File: src/rtl/boot_pkg.sv
// ---------------------------------------------------------------------------
// boot_pkg
// Shared definitions for the instruction-memory boot loader: FSM state
// encoding, stream field widths and small helper functions used by the
// loader datapath.
// ---------------------------------------------------------------------------
package boot_pkg;

    localparam int LEN_W  = 16;
    localparam int BYTE_W = 8;

    typedef enum logic [2:0] {
        S_LEN_HI = 3'd0,
        S_LEN_LO = 3'd1,
        S_DATA   = 3'd2,
        S_CSUM   = 3'd3,
        S_RUN    = 3'd4,
        S_ERR    = 3'd5
    } boot_state_e;

    // Running checksum step: 8-bit add that wraps modulo 256.
    function automatic logic [BYTE_W-1:0] csum_add(
        input logic [BYTE_W-1:0] sum,
        input logic [BYTE_W-1:0] data
    );
        csum_add = sum + data;
    endfunction

    // The loader accepts bytes in every non-terminal state.
    function automatic logic state_accepts(input boot_state_e s);
        case (s)
            S_LEN_HI, S_LEN_LO, S_DATA, S_CSUM: state_accepts = 1'b1;
            S_RUN, S_ERR:                       state_accepts = 1'b0;
            default:                            state_accepts = 1'b0;
        endcase
    endfunction

endpackage

File: src/rtl/imem_boot_loader.sv
// ---------------------------------------------------------------------------
// imem_boot_loader
// Receives a length-prefixed, checksummed program image over a valid/ready
// byte stream and writes it into byte-wide instruction memory. The processor
// is held in reset until the image is loaded and its checksum verified.
//
// Ports:
//   clk, rst       single clock, synchronous active-high reset
//   in_valid       source presents a byte on in_data
//   in_data[7:0]   stream byte (LEN_HI, LEN_LO, N payload bytes, CSUM)
//   in_ready       loader accepts a byte (function of state only)
//   mem_we         registered one-cycle byte write strobe
//   mem_addr       byte address of the write
//   mem_wdata      byte to write
//   cpu_run        releases the processor; sticky until rst
//   err            image rejected; sticky until rst
//   bytes_loaded   payload bytes written so far
// ---------------------------------------------------------------------------
module imem_boot_loader
    import boot_pkg::*;
#(
    parameter int MEM_DEPTH = 32,
    parameter int ADDR_W    = 5
) (
    input  logic              clk,
    input  logic              rst,
    input  logic              in_valid,
    input  logic [7:0]        in_data,
    output logic              in_ready,
    output logic              mem_we,
    output logic [ADDR_W-1:0] mem_addr,
    output logic [7:0]        mem_wdata,
    output logic              cpu_run,
    output logic              err,
    output logic [15:0]       bytes_loaded
);

    localparam logic [LEN_W-1:0] MAX_LEN = LEN_W'(MEM_DEPTH);

    boot_state_e        state_q, state_d;
    logic [BYTE_W-1:0]  len_hi_q, len_hi_d;
    logic [LEN_W-1:0]   len_q, len_d;
    logic [LEN_W-1:0]   count_q, count_d;
    logic [BYTE_W-1:0]  sum_q, sum_d;
    logic               in_ready_q, in_ready_d;
    logic               mem_we_q, mem_we_d;
    logic [ADDR_W-1:0]  mem_addr_q, mem_addr_d;
    logic [BYTE_W-1:0]  mem_wdata_q, mem_wdata_d;
    logic               cpu_run_q, cpu_run_d;
    logic               err_q, err_d;
    logic [LEN_W-1:0]   bytes_loaded_q, bytes_loaded_d;

    logic               accept_s;
    logic [LEN_W-1:0]   new_len_s;
    logic [LEN_W-1:0]   count_inc_s;

    assign accept_s    = in_valid && in_ready_q;
    assign new_len_s   = {len_hi_q, in_data};
    assign count_inc_s = count_q + 16'd1;

    // Next-state and datapath control for the load FSM.
    always_comb begin
        state_d        = state_q;
        len_hi_d       = len_hi_q;
        len_d          = len_q;
        count_d        = count_q;
        sum_d          = sum_q;
        mem_we_d       = 1'b0;
        mem_addr_d     = mem_addr_q;
        mem_wdata_d    = mem_wdata_q;
        cpu_run_d      = cpu_run_q;
        err_d          = err_q;
        bytes_loaded_d = bytes_loaded_q;

        case (state_q)
            S_LEN_HI: begin
                if (accept_s) begin
                    len_hi_d = in_data;
                    state_d  = S_LEN_LO;
                end else begin
                    state_d  = S_LEN_HI;
                end
            end

            S_LEN_LO: begin
                if (accept_s) begin
                    len_d = new_len_s;
                    // Compare at full 16-bit width so large lengths can never alias.
                    if ((new_len_s > MAX_LEN) || (new_len_s[1:0] != 2'b00)) begin
                        state_d = S_ERR;
                        err_d   = 1'b1;
                    end else if (new_len_s == 16'd0) begin
                        state_d = S_CSUM;
                    end else begin
                        state_d = S_DATA;
                    end
                end else begin
                    state_d = S_LEN_LO;
                end
            end

            S_DATA: begin
                if (accept_s) begin
                    mem_we_d       = 1'b1;
                    mem_addr_d     = count_q[ADDR_W-1:0];
                    mem_wdata_d    = in_data;
                    sum_d          = csum_add(sum_q, in_data);
                    count_d        = count_inc_s;
                    bytes_loaded_d = count_inc_s;
                    if (count_inc_s == len_q) begin
                        state_d = S_CSUM;
                    end else begin
                        state_d = S_DATA;
                    end
                end else begin
                    state_d = S_DATA;
                end
            end

            S_CSUM: begin
                if (accept_s) begin
                    if (in_data == sum_q) begin
                        state_d   = S_RUN;
                        cpu_run_d = 1'b1;
                    end else begin
                        state_d   = S_ERR;
                        err_d     = 1'b1;
                    end
                end else begin
                    state_d = S_CSUM;
                end
            end

            S_RUN: begin
                state_d = S_RUN;
            end

            S_ERR: begin
                state_d = S_ERR;
            end

            default: begin
                // An illegal encoding is treated as a rejected image so the
                // processor is never released from a corrupted state.
                state_d = S_ERR;
                err_d   = 1'b1;
            end
        endcase

        in_ready_d = state_accepts(state_d);
    end

    // State and output registers with synchronous reset.
    always_ff @(posedge clk) begin
        if (rst) begin
            state_q        <= S_LEN_HI;
            len_hi_q       <= 8'd0;
            len_q          <= 16'd0;
            count_q        <= 16'd0;
            sum_q          <= 8'd0;
            in_ready_q     <= 1'b1;
            mem_we_q       <= 1'b0;
            mem_addr_q     <= '0;
            mem_wdata_q    <= 8'd0;
            cpu_run_q      <= 1'b0;
            err_q          <= 1'b0;
            bytes_loaded_q <= 16'd0;
        end else begin
            state_q        <= state_d;
            len_hi_q       <= len_hi_d;
            len_q          <= len_d;
            count_q        <= count_d;
            sum_q          <= sum_d;
            in_ready_q     <= in_ready_d;
            mem_we_q       <= mem_we_d;
            mem_addr_q     <= mem_addr_d;
            mem_wdata_q    <= mem_wdata_d;
            cpu_run_q      <= cpu_run_d;
            err_q          <= err_d;
            bytes_loaded_q <= bytes_loaded_d;
        end
    end

    assign in_ready     = in_ready_q;
    assign mem_we       = mem_we_q;
    assign mem_addr     = mem_addr_q;
    assign mem_wdata    = mem_wdata_q;
    assign cpu_run      = cpu_run_q;
    assign err          = err_q;
    assign bytes_loaded = bytes_loaded_q;

endmodule

File: config.mk
export PLATFORM = sky130hd
export DESIGN_NAME = imem_boot_loader
export DESIGN_NICKNAME = d
export VERILOG_FILES = /design/src/rtl/boot_pkg.sv /design/src/rtl/imem_boot_loader.sv
export SDC_FILE = /design/constraint.sdc
export NUM_CORES = 1
export LEC_CHECK = 0
export BUFFER_PORTS_ARGS = -buffer_cell sky130_fd_sc_hd__buf_2
export CAP_MARGIN = 20
export CORE_UTILIZATION = 58
export DETAILED_ROUTE_END_ITERATION = 6
export PLACE_DENSITY = 0.91
export SYNTH_ARGS = -nofsm -noshare
export SYNTH_HDL_FRONTEND = slang
export SYNTH_SLANG_ARGS = --single-unit
File: constraint.sdc
create_clock -name clk -period 2.28 [get_ports clk]
set_input_delay 0.228 -clock clk [delete_from_list [all_inputs] [get_ports clk]]
set_output_delay 0.228 -clock clk [all_outputs]
set_load 0.05 [all_outputs]
==> summary.txt <==
Run status
  – Outcome: completed

Global routing
  – First-pass GRT wire length: 13.03 mm
  – Initial antenna violation count: 0
  – Grt ovf: 0
  – Largest net degree at the start of global routing: 67
  – Number of global-route vias before repair: 2911
  – GRT Total Usage: 0.2667

STA
  – RSZ-0062 raised after global routing: no
  – Clock Skew: 0.01027 ns
  – Worst Tran Pin Value: 0.7136 ns
  – Setup_tns: 0 ns
  – Crit share post-route: 0.9344
  – Final hold viol count: 0
  – Slew Limit Headroom: 0.5207
  – Pins over their slew limit: 0
  – Fmax: 469.4 MHz
  – # setup viols final: 0
  – Final min period: 2.131 ns

Min path
  – Worst min path class: input pin to register
  – Hold Path Depth: 3
  – Hold Path Origin: in_data[0]
  – Hold EP: mem_wdata[0]$_SDFFE_PP0P_

Floorplan
  – I/O Pins: 44
  – Chip width: 79.02 um
  – Chip Height: 79.02 um
  – Site row count: 27
  – Initial Utilization: 0.6136
  – Core Footprint: 0.005608 mm^2
  – Die ar.: 0.006244 mm^2

Final layout
  – Share of cells above drive strength 1: 0.1613
  – # nets final: 482
  – Fillers: 453
  – Most frequent cells in the layout: 79 x nand2_1, 68 x dfxtp_1, 43 x buf_2
  – Antenna fix cells: 0
  – Most common cell after layout, fill and taps aside: nand2_1
  – Fin cells: 537
  – Layout area overhead: 12.36%

Yosys
  – Synth unique cells: 51
  – Top cells by area, synth: dfxtp_1 40%, nand2_1 8.6%, xnor2_1 6.6%
  – Mapped Cells: 424
  – Syn. warnings: 0
  – Fraction of registers with async set/reset: 0
  – Sequential area share after synthesis: 0.3956
  – Post-synth EDFFs: 0
  – Post-synth top area share: 0.3956
  – Leading area contributor after synthesis: dfxtp_1
  – Main flop type after synthesis: dfxtp_1
  – Seq cells post-synth: 68
  – Cell area after synthesis: 0.003441 mm^2
  – Syn Nets: 444
  – Syn_area_per_cell: 8.115 um^2

Worst setup path
  – Worst reg2reg path depth: 6
  – Startpoint Class: register
  – Critical-path cell list: ha_1 > or4_1 > o41ai_1 > o31ai_1 > a21oi_1 > o22ai_1
  – Slowest stage delay, CP: 0.56 ns
  – CP startpoint: sum_q[3]$_SDFFE_PP0P_
  – CP Class: register to register
  – Terminus of the critical flop-to-flop path: state_q[0]$_SDFF_PP0_
  – Slowest-stage cell, CP: or4_1
  – CP Data Required Time: 2.48 ns
  – Family with the most delay on the worst path: compound AO/OA/AOI/OAI gates
  – Worst Path Max Fanout: 4
  – Worst EP arrival: 2.33 ns
  – Critical Path End Type: register
  – WP buf/inv: 0
  – Reg2reg start: sum_q[3]$_SDFFE_PP0P_
  – Reg2reg setup slack: 0.15 ns

Place
  – Post-Place Cells: 523
  – DP HPWL: 5.701 mm
  – Number of port buffers: 43
  – Placer congestion estimate: 0.8931

Clock network
  – Postcts setup bufs: 0
  – CTS buffer count: 9
  – Max clock buf depth: 2
  – Worst-path clk slew: 0.07 ns
  – Sink Count: 68
  – Cts hold-fix bufs: 0
  – CTS tree: yes
  – H-tree levels: 3
  – Root Driver: clkbuf_8
  – Clock latency on the worst-skew pair: 0.34 ns
  – Post-CTS sizing: 0

Routing
  – DR pass1 iterations: 5
  – Vias per inst: 5.899
  – Post-route ant nets: 0
  – Wire per inst: 15.06 um
  – DR iter-0 viols: 195
  – Total number of vias: 3168
  – Final WL: 8.088 mm
  – DRC viols: 0

Power
  – Total power: 2251 uW
  – Leakage power: 0.001473 uW
  – Worst VDD drop: 0.0004233 V
  – Power Dens Cells: 582.3 mW/mm^2

Job
  – Max Cap Violations: 0
## cell usage after synthesis (2+ instances only)
| cell | number |
|---|---|
| and4_1 | 4 |
| nor2b_1 | 4 |
| o21a_1 | 4 |
| nor3b_1 | 3 |
| a21oi_1 | 42 |
| xnor2_1 | 26 |
| buf_1 | 3 |
| ha_1 | 8 |
| o31ai_1 | 4 |
| nor4_1 | 9 |
| o22ai_1 | 3 |
| o21ai_0 | 6 |
| buf_2 | 7 |
| nand2_1 | 79 |
| or3_1 | 5 |
| inv_1 | 11 |
| nand4b_1 | 2 |
| nor3_1 | 13 |
| nor2_1 | 34 |
| clkbuf_1 | 14 |
| xor2_1 | 12 |
| nand4_1 | 7 |
| and3_1 | 4 |
| dfxtp_1 | 68 |
| a21o_1 | 2 |
| a211oi_1 | 4 |
| a31oi_1 | 2 |
| mux2i_1 | 9 |
| nand3_1 | 12 |
| o21bai_1 | 2 |
## worst max-delay path by stage
stage | to | depth (start not counted)
after global routing | state_q[0]$_SDFF_PP0_ | 6
after global placement | state_q[0]$_SDFF_PP0_ | 7
after detailed placement | state_q[0]$_SDFF_PP0_ | 7
after floorplan | state_q[0]$_SDFF_PP0_ | 8
final | state_q[0]$_SDFF_PP0_ | 6
after CTS | state_q[0]$_SDFF_PP0_ | 6
## per-layer routing
metal,wire (um),share of wire,GRT usage
met1,3434,0.42,0.3130
met2,3963,0.49,0.4612
met3,518,0.064,0.07241
met4,172,0.021,0.1000
met5,0,0,0
## report_power, final
part           internal (uW)  switching (uW)  leakage (uW)
registers               1210            28.0      0.000550
clock network            407             415     0.0000848
logic                   69.3             118      0.000838
## tightest hold or removal path, cell delays in order
cell and delay, ns:
buf_2 0.13, nand2_1 0.06, a21oi_1 0.05
## layout make-up
cell class	instances	area, um^2	area share
inverter	11	41.29	0.01068
multi-input combinational	319	1927	0.4984
sequential	68	1361	0.3521
clock buffer	11	141.4	0.03657
tap	72	90.09	0.02330
timing repair buffer	53	290.3	0.07508
clock inverter	3	15.01	0.003883
## state kept, by name, indices dropped and copies added (netlist names), 3 cells and up
register,count
mem_addr,5
len_hi_q,8
mem_wdata,8
bytes_loaded,16
sum_q,8
len_q,16
state_q,3
## metrics by stage
stage                     utilization  hold slack [ns]  area, um^2  setup slack [ns]
after floorplan                     -           0.3640        3441           0.09942
after global placement         0.6613           0.4407        3709            0.1814
after detailed placement       0.6613           0.4500        3709           0.08730
after CTS                      0.6892           0.1736        3865            0.1679
after global routing           0.6894           0.1821        3866           0.02667
final                          0.6894           0.1840        3866            0.1495
## kinds of logic after synthesis
| group | synth area share |
|---|---|
| compound gates | 0.1342 |
| simple gates | 0.2662 |
| mux | 0.02618 |
| buf+inv | 0.04618 |
| fa+ha+maj | 0.03491 |
| flops | 0.3956 |
| xor+xnor | 0.09673 |
(Power assumes the default switching activity.)
